File: config.mk
export PLATFORM = sky130hd
export DESIGN_NAME = mult_scheduler
export DESIGN_NICKNAME = d
export VERILOG_FILES = /design/src/rtl/mult_scheduler.sv
export SDC_FILE = /design/constraint.sdc
export NUM_CORES = 1
export LEC_CHECK = 0
export ABC_CLOCK_PERIOD_IN_PS = 3300
export CAP_MARGIN = 20
export CORE_MARGIN = 2
export CORE_UTILIZATION = 44
export DETAILED_ROUTE_END_ITERATION = 8
export HOLD_SLACK_MARGIN = 0.03
export PLACE_DENSITY = 0.75
export SETUP_SLACK_MARGIN = 0.15
export SLEW_MARGIN = 15
export SYNTH_ARGS = -nofsm -noshare
export SYNTH_HDL_FRONTEND = slang
export SYNTH_SLANG_ARGS = --single-unit
File: constraint.sdc
create_clock -name clk -period 3.3 [get_ports clk]
set_clock_uncertainty 0.05 [all_clocks]
set_input_delay 0.495 -clock clk [delete_from_list [all_inputs] [get_ports clk]]
set_output_delay 0.495 -clock clk [all_outputs]
set_load 0.1 [all_outputs]
File: src/rtl/mult_scheduler.sv
// mult_scheduler: round-robin share of one multiplier among R requesters (ports: clk, rst async high, req_valid/req_a/req_b/req_ready per requester, rsp_valid/rsp_id/rsp_product/rsp_ready response, busy; option MULT_SCHED_ZERO_BYPASS_EN)
module multiplier #(
  parameter int N = 4
) (
  input  logic [N-1:0]   a,
  input  logic [N-1:0]   b,
  output logic [2*N-1:0] p
);
  always_comb begin
    p = '0;
    for (int i = 0; i < N; i++) p = b[i] ? p + ((2*N)'(a) << i) : p;
  end
endmodule

module mult_scheduler #(
  parameter int N = 4,
  parameter int R = 2,
  localparam int IW = $clog2(R)
) (
  input  logic           clk,
  input  logic           rst,
  input  logic [R-1:0]   req_valid,
  input  logic [R*N-1:0] req_a,
  input  logic [R*N-1:0] req_b,
  output logic [R-1:0]   req_ready,
  output logic           rsp_valid,
  output logic [IW-1:0]  rsp_id,
  output logic [2*N-1:0] rsp_product,
  input  logic           rsp_ready,
  output logic           busy
);
  typedef enum logic [1:0] {IDLE, EXEC, DONE} state_t;
  state_t state, nxt;
  logic [IW-1:0] rr_ptr, g, idx, id_r;
  logic [N-1:0] a_r, b_r, a_sel, b_sel;
  logic [2*N-1:0] prod;
  logic any, accept, skip;
  multiplier #(.N(N)) u_mult (.a(a_r), .b(b_r), .p(prod));
  always_comb begin
    g = '0;
    idx = '0;
    any = 1'b0;
    for (int k = R-1; k >= 0; k--) begin
      idx = IW'((int'(rr_ptr) + k) % R);
      if (req_valid[idx]) begin
        g = idx;
        any = 1'b1;
      end
    end
    a_sel = '0;
    b_sel = '0;
    for (int k = 0; k < R; k++) begin
      a_sel = (g == IW'(k)) ? req_a[k*N +: N] : a_sel;
      b_sel = (g == IW'(k)) ? req_b[k*N +: N] : b_sel;
    end
  end
`ifdef MULT_SCHED_ZERO_BYPASS_EN
  assign skip = (a_sel == '0) || (b_sel == '0);
`else
  assign skip = 1'b0;
`endif
  assign accept = |(req_valid & req_ready);
  always_ff @(posedge clk or posedge rst)
    if (rst) state <= IDLE;
    else state <= nxt;
  always_comb begin
    nxt = state;
    case (state)
      IDLE: nxt = accept ? (skip ? DONE : EXEC) : IDLE;
      EXEC: nxt = DONE;
      DONE: nxt = rsp_ready ? IDLE : DONE;
      default: nxt = IDLE;
    endcase
  end
  always_comb begin
    busy = state != IDLE;
    for (int k = 0; k < R; k++) req_ready[k] = (state == IDLE) && any && (g == IW'(k));
  end
  always_ff @(posedge clk or posedge rst)
    if (rst) begin
      rr_ptr <= '0;
      a_r <= '0;
      b_r <= '0;
      id_r <= '0;
      rsp_valid <= 1'b0;
      rsp_id <= '0;
      rsp_product <= '0;
    end else begin
      if (accept) begin
        a_r <= a_sel;
        b_r <= b_sel;
        id_r <= g;
        rr_ptr <= IW'((int'(g) + 1) % R);
      end
      if (accept && skip) begin
        rsp_valid <= 1'b1;
        rsp_product <= '0;
        rsp_id <= g;
      end else if (state == EXEC) begin
        rsp_valid <= 1'b1;
        rsp_product <= prod;
        rsp_id <= id_r;
      end else if (state == DONE && rsp_ready) rsp_valid <= 1'b0;
    end
endmodule

==> impl_metrics.csv <==
group,metric,value,unit
timing,setup_violations,4,
yosys,synth-seq-cells,22,
yosys,yosys_warnings,0,
place,hpwlAfterDp,2760,um
yosys,synth-simple-area-share,15.8,%
grt,grtUsageTotal,21.5,%
detailed_routing,firstDrtPassIters,4,
place,post-place-cells,246,
cells_and_area,syn2layout_area_growth,47.6,%
yosys,avgSynthCellArea,9.15,um^2
critical_path,r2r_setup_slack,-0.17,ns
yosys,synth.distinct_cells,31,
cells_and_area,final_util,68.5,%
critical_path,slowest_delay,0.51,ns
clock_tree,postCtsHoldBufs,0,
clock_tree,htreeDepth,1,
critical_path,r2r_start,"a_r[1]",
clock_tree,cts_max_path_buffers,2,
cells_and_area,fin_nets,247,
cells_and_area,final_cell_mix,"clkdlybuf4s50_1 (30), nand2_1 (25), buf_4 (24), dfrtp_1 (21), o21ai_0 (13)",
place,place.gp.congestion,0.842,
status,failed_checks,"setup timing",
yosys,postSynthCellCount,156,
timing,max_freq,288,MHz
clock_tree,tritoncts,"built",
grt,antenna_found_initial,0,
critical_path,path_max_fanout,2,
cells_and_area,final_area,0.00211,mm^2
grt,grt_pass1_vias,1325,
yosys,synth_top_family_by_area,"compound AO/OA/AOI/OAI gates",
critical_path,timing.rr.end,"rsp_product[4]",
yosys,synth_mux_area_share,6.31,%
timing,fin_ws,-0.171,ns
clock_tree,clk_pin_slew,0.14,ns
yosys,synthXorXnorAreaFrac,1.84,%
min_path,hp-class,"flop to flop",
timing,hold_viol_final,0,
cells_and_area,fin_cells,255,
clock_tree,clockRootBuffer,"clkbuf_4",
die,dieArea,0.00372,mm^2
critical_path,path_class,"flop to flop",
clock_tree,cts_num_sinks,22,
critical_path,critPathCapture,"rsp_product[4]",
grt,grt_max_degree,23,
clock_tree,cts_buffers,3,
critical_path,cp_data_arrival_time,3.67,ns
critical_path,cp-end-kind,"flop",
timing,max-slew-margin-rel,34.5,%
timing,slew_violations,0,
grt,grt.overflow.total,0,
yosys,ys_seq_area_share,38.6,%
timing,rsz0062_at_grt,"true",
status,status,"complete, but fails checks",
timing,tightest_slew,0.980,ns
detailed_routing,num_vias,1312,
cells_and_area,layout_commonest_cell,"clkdlybuf4s50_1",
timing,period_share,105,%
critical_path,crit_slowest_cell,"fa_2",
critical_path,cp-start-kind,"flop",
yosys,synth_compound_area_share,18.6,%
detailed_routing,avgRoutedWirePerCell,14.3,um
die,die_w,61.0,um
timing,fin_crit,3.47,ns
detailed_routing,drtIter0Drc,29,
yosys,synthAdderAreaFrac,14.6,%
die,io_pins,34,
place,numPortBuffers,33,
detailed_routing,via_per_inst,5.15,
yosys,synth_area,0.00143,mm^2
clock_tree,clk_latency,0.32,ns
detailed_routing,drt_wl_total,3640,um
die,coreArea,0.00308,mm^2
detailed_routing,postRouteAntennaNets,0,
die,die_y,61.0,um
grt,grt_pass1_wl,5930,um
critical_path,cp.required,3.50,ns
cells_and_area,num_antenna_cells,0,
run,maxCapViolCount,0,
yosys,syn_nets,191,
critical_path,startpoint,"a_r[1]",
cells_and_area,drive_gt1_share,24.2,%
die,num_rows,20,
critical_path,crit_chain,"and2_4 > ha_4 > inv_2 > fa_2 > mux2i_2 > ha_2 > inv_2 > fa_1 > nand2_1 > o31a_1 > ha_4 > fa_2 > nand3b_1 > o21ai_1 > a31oi_1",
place,post_dp_cell_area,0.00195,mm^2
critical_path,reg2reg_depth,15,
die,start_util,46.4,%
detailed_routing,drc,0,
==> flip-flops by register name, summed over array words and instances, names as in the netlist <==
register,cells
id_r,1
rsp_valid,1
state,2
b_r,4
a_r,4
rsp_product,8
rr_ptr,1
rsp_id,1
==> critical path, delay by kind of cell, from the launching register on <==
kind / cells / cell delay (ns)
compound gates: 3 / 0.37
buf+inv: 2 / 0.09
simple gates: 3 / 0.33
flops: 1 / 0.42
fa+ha+maj: 6 / 1.95
mux: 1 / 0.20
==> logic make-up after synthesis <==
family,count (synthesis)
AOI/OAI and AO/OA,41
xor gates and xnor gates,3
adders and majority gates,15
buffers and inverters,16
DFF,22
muxes,9
and+or+nand+nor,50
==> per-stage QoR <==
stage	TNS (ns)	hold WS, ns	worst slack [ns]
5_1_grt	-0.983	0.468	-0.356
2_1_floorplan	-0.0501	0.389	-0.0254
4_1_cts	-0.364	0.449	-0.144
3_3_place_gp	-0.239	0.407	-0.124
6_report	-0.357	0.447	-0.171
3_5_place_dp	-0.779	0.415	-0.282
==> worst min path at each step <==
stage,depth (start not counted),startpoint,slack (ns),to
floorplan,2,id_r,0.39,rsp_id
global placement,2,rsp_id,0.41,rsp_id
detailed placement,2,rsp_product[0],0.42,rsp_product[0]
CTS,2,id_r,0.45,rsp_id
global route,2,id_r,0.47,rsp_id
finish,2,rsp_id,0.45,rsp_id
==> timing repair <==
item | in CTS | in global routing
setup endpoints to repair | 4 | 5
buffers inserted | 4 | 1
pin swaps | 5 | 8
gates resized for setup | 6 | 9
==> synthesized netlist by cell type <==
library cell	number	area [um^2]
nand2_1	26	97.6
dfrtp_1	22	551
o21ai_0	16	80.1
inv_1	13	48.8
ha_1	11	138
a21oi_1	9	45.0
mux2i_1	9	90.1
nor2_1	7	26.3
nand2b_1	5	31.3
nand3_1	5	25.0
a21o_1	4	30.0
and2_1	3	18.8
fa_1	3	60.1
a221o_1	2	20.0
a31oi_1	2	12.5
and3_1	2	12.5
clkbuf_1	2	7.51
xnor2_1	2	17.5
a2111oi_2	1	15.0
a211o_1	1	8.76
a211oi_1	1	7.51
a22oi_1	1	7.51
buf_2	1	5.00
maj3_2	1	11.3
nand3b_1	1	7.51
nor2b_1	1	6.26
o21ai_4	1	16.3
o21bai_1	1	7.51
o22ai_1	1	6.26
o31a_1	1	8.76
xor2_1	1	8.76
==> per-layer routing <==
layer / global-route usage [%] / routed length (um) / vias up
li1: - / - / 656
met5: 0 / 0 / -
met1: 27.5 / 1520 / 611
met2: 38.2 / 1920 / 39
met3: 3.20 / 164 / 6
met4: 4.97 / 39 / 0
==> final cells by class <==
cell class,count,area [um^2]
Clock buffer,3,22.5
Sequential cell,22,552
Timing Repair Buffer,54,480
Clock inverter,1,30.0
Multi-Input combinational cell,118,918
Inverter,13,48.8
Tap cell,44,55.1
Fill cell,251,971
Power is not shown: default switching activity piles up to over one toggle a cycle in this logic, so the estimate is an artifact.
==> edit 1, RTL diff (same flow settings) <==
Re-encode `state_t` (3 states) as one-hot, 3 bits wide.
--- a/src/rtl/mult_scheduler.sv
+++ b/src/rtl/mult_scheduler.sv
@@ -31,3 +31,3 @@
 );
-  typedef enum logic [1:0] {IDLE, EXEC, DONE} state_t;
+  typedef enum logic [2:0] {IDLE = 3'b001, EXEC = 3'b010, DONE = 3'b100} state_t;
   state_t state, nxt;
Formal check against the unedited RTL: same outputs for any inputs over 10 cycles, from zero or initial values and one cycle with rst high; not proved beyond that.
==> edit 1 against the unedited design <==
- the run still ends with negative setup slack left
- cell count is 2.7% higher
- fmax is 2.2% lower
- synthesized area is 7.3% higher
- wire length is 4.5% higher
- sequential share of layout area up 1.6 points
- worst setup slack got worse by 0.080 ns
- design area down 1.4%
- sequential cell count increased by 1
Power is left out: the tool's default activity adds up to more than one toggle a clock period on the data nets, which glitch-free logic cannot reach.
==> edit 1: results (changes against the unedited design) <==
* Sequential area share after synthesis at 37.7% (-0.90 points)
* DP Area at 1990 um2 (+2.1%)
* Vias at 1395 (+6.3%)
* Failing checks: negative setup slack
* Area contributors post-synth: dfrtp_1 36%, ha_1 9.0%, mux2i_1 5.9%
* Final Setup Violations at 4 (unchanged)
* Non-filler instance count after layout at 262 (+2.7%)
* Crit-path slowest cell: fa_1
* Number of DRC markers in iteration 0 at 61 (+110%)
* Hold path startpoint: rsp_product[0]$_DFFE_PP0P_
* Dpl hpwl at 2960 um (+7.1%)
* Xor and xnor area share after synthesis at 1.72% (-0.12 points)
* Post-Synth Adder-Cell Area at 12.9% (-1.7 points)
* Final worst slack at -0.250 ns (-0.0795 ns)
* Yosys cell types at 39 (+26%)
* Mean routed wirelength per cell at 14.5 um (+1.7%)
* Status: complete, but fails checks
* Number of global-route vias before repair at 1475 (+11%)
* Reg-to-Reg Start: a_r[1]$_DFFE_PP0P_
* Total Neg Setup Slack at -0.746 ns (-0.390 ns)
* Top cells by count, synth: 22 x dfrtp_1, 18 x nor2_1, 17 x a21oi_1, 16 x nand2_1, 12 x inv_1
* WP data arrival at 3.71 ns (+0.04 ns)
* Total Routing Usage GR at 21.3% (-0.17 points)
* Post-Syn Area per Cell at 9.28 um2 (+1.4%)
* RD Place Congestion at 0.910 (+8.0%)
* Pre-CTS WS at -0.323 ns (-0.0412 ns)
* Mux contribution to synthesized area at 5.88% (-0.43 points)
* Largest net degree at the start of global routing at 24 (+4.3%)
edit 1: changes by cell type after synthesis, moves of 2 or more:
cell,unedited run,this run
or3b_1,0,2
a21oi_1,9,17
o21ai_0,16,10
nor2_1,7,18
a21o_1,4,2
and2_1,3,1
o21a_1,0,2
nand2_1,26,16
edit 1: per-layer routing:
layer  global-route usage (%)  vias to the layer above  routed length, um
met5                        0                        -                  0
met4                     10.3                        0                 87
met3                     3.06                       10                119
met2                     38.0                       34               2020
met1                     24.9                      669               1580
li1                         -                      682                  -
edit 1: timing repair:
item,4_1_cts,5_1_grt
endpoints found under the setup margin,5,5
pin swaps,2,2
setup buffers,2,2
gates resized for setup,3,5
edit 1: area by class of cell:
cell class                 count  area (um2)
fill                         301        1260
multi-input combinational    125         923
sequential                    23         578
timing repair buffer          51         443
tap                           46        57.6
inverter                      13        48.8
clock buffer                   3        22.5
clock inverter                 1        5.00
==> edit 2, RTL diff (config.mk and constraints unchanged) <==
Made on the original files. Set the parameter `R` to 4 (it was 2).
--- a/src/rtl/mult_scheduler.sv
+++ b/src/rtl/mult_scheduler.sv
@@ -16,3 +16,3 @@
   parameter int N = 4,
-  parameter int R = 2,
+  parameter int R = 4,
   localparam int IW = $clog2(R)
Interface: changed (5 resized); port bits go from 34 to 55. The function was not compared with the original's and may differ.
==> edit 2 against the unedited design <==
- the run still ends with negative setup slack left
- synthesized area rose by 31%
- wire length rose by 25%
- cell count rose by 34%
- worst setup slack improved by 0.0080 ns
- design area rose by 32%
- critical path depth did not move
- count of clock-buffer cells in the layout did not move
- sequential cell count rose by 3
- synthesized cell count rose by 39%
Power is left out: the tool's default activity adds up to more than one toggle a clock period on the data nets, which glitch-free logic cannot reach.
==> edit 2: results (changes against the unedited design) <==
* RD Place Congestion at 0.854 (+1.4%)
* Worst setup path end: rsp_product[4]$_DFFE_PP0P_
* Nets at 350 (+42%)
* FF-to-FF path depth at 15 (unchanged)
* Worst-path fanout max at 4 (+2)
* Top cells by count, synth: 29 x a21oi_1, 25 x dfrtp_1, 23 x inv_1, 21 x nand2_1, 16 x nor2_1
* Post-synth net total at 274 (+43%)
* Worst-margin pin slew at 0.980 ns (-0.000321 ns)
* Kind of critical path: reg -> reg
* Initial antenna violation count at 0 (unchanged)
* Mean routed wirelength per cell at 13.3 um (-6.9%)
* Status: complete, but fails checks
* Synth async-reset ratio at 100% (unchanged)
* Failing checks: negative setup slack
* CTS Root Cell: clkbuf_8
* Avg Vias per Cell at 5.32 (+3.5%)
* WP data arrival at 3.61 ns (-0.06 ns)
* Yosys cell types at 38 (+23%)
* Buffers added on ports at 54 (+64%)
* Dpl hpwl at 3570 um (+29%)
* Diodes inserted at 0 (unchanged)
* Number of global-route vias before repair at 1791 (+35%)
* Final Setup Violations at 4 (unchanged)
* Sequential area share after synthesis at 33.4% (-5.2 points)
* Hold WC Path Type: reg -> reg
* First-pass GRT wire length at 7670 um (+29%)
* Total Routing Usage GR at 19.2% (-2.3 points)
* DRC viols at 0 (unchanged)
* Number of DRC markers in iteration 0 at 82 (+180%)
* Layout cell share with drive strength beyond 1 at 18.8% (-5.3 points)
* Final worst slack at -0.163 ns (+0.00796 ns)
* Largest net degree at the start of global routing at 26 (+13%)
* Synth warn at 0 (unchanged)
* Area contributors post-synth: dfrtp_1 33%, ha_1 10%, a21oi_1 7.7%
* Reg-to-Reg Start: a_r[1]$_DFFE_PP0N_
* Clk slew on worst S/H paths at 0.09 ns (-0.05 ns)
* Worst skew pair latency at 0.27 ns (-0.05 ns)
* Pre-CTS WS at -0.204 ns (+0.0773 ns)
## edit 2: per-stage QoR
stage / cell area [um2] / std cells / hold WS, ns / TNS, ns
floorplan: 1900 / 217 / 0.385 / -0.0488
global placement: 2650 / 333 / 0.409 / -0.176
detailed placement: 2650 / 333 / 0.418 / -0.637
CTS: 2720 / 340 / 0.441 / -0.309
global route: 2780 / 342 / 0.464 / -1.07
finish: 2780 / 342 / 0.441 / -0.450
## edit 2: worst min path at each step
stage | startpoint | endpoint | cells after the start
floorplan | id_r[0]$_DFFE_PP0N_ | rsp_id[0]$_DFFE_PP0P_ | 2
finish | rsp_product[0]$_DFFE_PP0P_ | rsp_product[0]$_DFFE_PP0P_ | 2
global placement | id_r[0]$_DFFE_PP0N_ | rsp_id[0]$_DFFE_PP0P_ | 2
global route | rsp_id[0]$_DFFE_PP0P_ | rsp_id[0]$_DFFE_PP0P_ | 2
detailed placement | rsp_id[0]$_DFFE_PP0P_ | rsp_id[0]$_DFFE_PP0P_ | 2
CTS | rsp_product[0]$_DFFE_PP0P_ | rsp_product[0]$_DFFE_PP0P_ | 2
## edit 2: kinds of logic (layout without fill, tap and decap cells)
family | count (synthesis) | count (layout) | synth area share (%)
compound gates | 73 | 73 | 26.4
xor+xnor | 3 | 3 | 1.40
fa+ha+maj | 19 | 19 | 13.8
buf+inv | 33 | 108 | 7.40
flops | 25 | 25 | 33.4
mux | 5 | 5 | 2.74
simple gates | 59 | 59 | 14.9
## edit 2: layout make-up
class	count	area (um2)
Clock buffer	3	41.3
Clock inverter	1	7.51
Fill cell	321	1280
Inverter	23	86.3
Multi-Input combinational cell	159	1160
Sequential cell	25	627
Tap cell	50	62.6
Timing Repair Buffer	81	798
## edit 2: critical path, stage by stage, from the launching register on
cell and delay [ns]:
dfrtp_2 0.44, and2_4 0.15, ha_4 0.15, inv_2 0.04, fa_1 0.42, mux2i_2 0.21, ha_2 0.23, inv_2 0.04
fa_1 0.47, nand2_1 0.05, o31a_1 0.13, ha_2 0.19, fa_2 0.51, nand3b_1 0.10, o21ai_1 0.06, a31oi_1 0.14
## edit 2: timing repair
action                                  4_1_cts  5_1_grt
endpoints found under the setup margin        4        4
buffers inserted                              3        1
resized for setup                             3        3
pin swaps                                     4        2
## edit 2: layer usage
metal  share of wire [%]  vias to the layer above  wire [um]  track usage, %
met5                   0                        -          0               0
met4                 1.4                        0         65            5.88
met3                 7.3                        8        331            5.23
met2                  46                       61       2100            32.1
met1                  45                      839       2050            24.1
li1                    -                      913          -               -
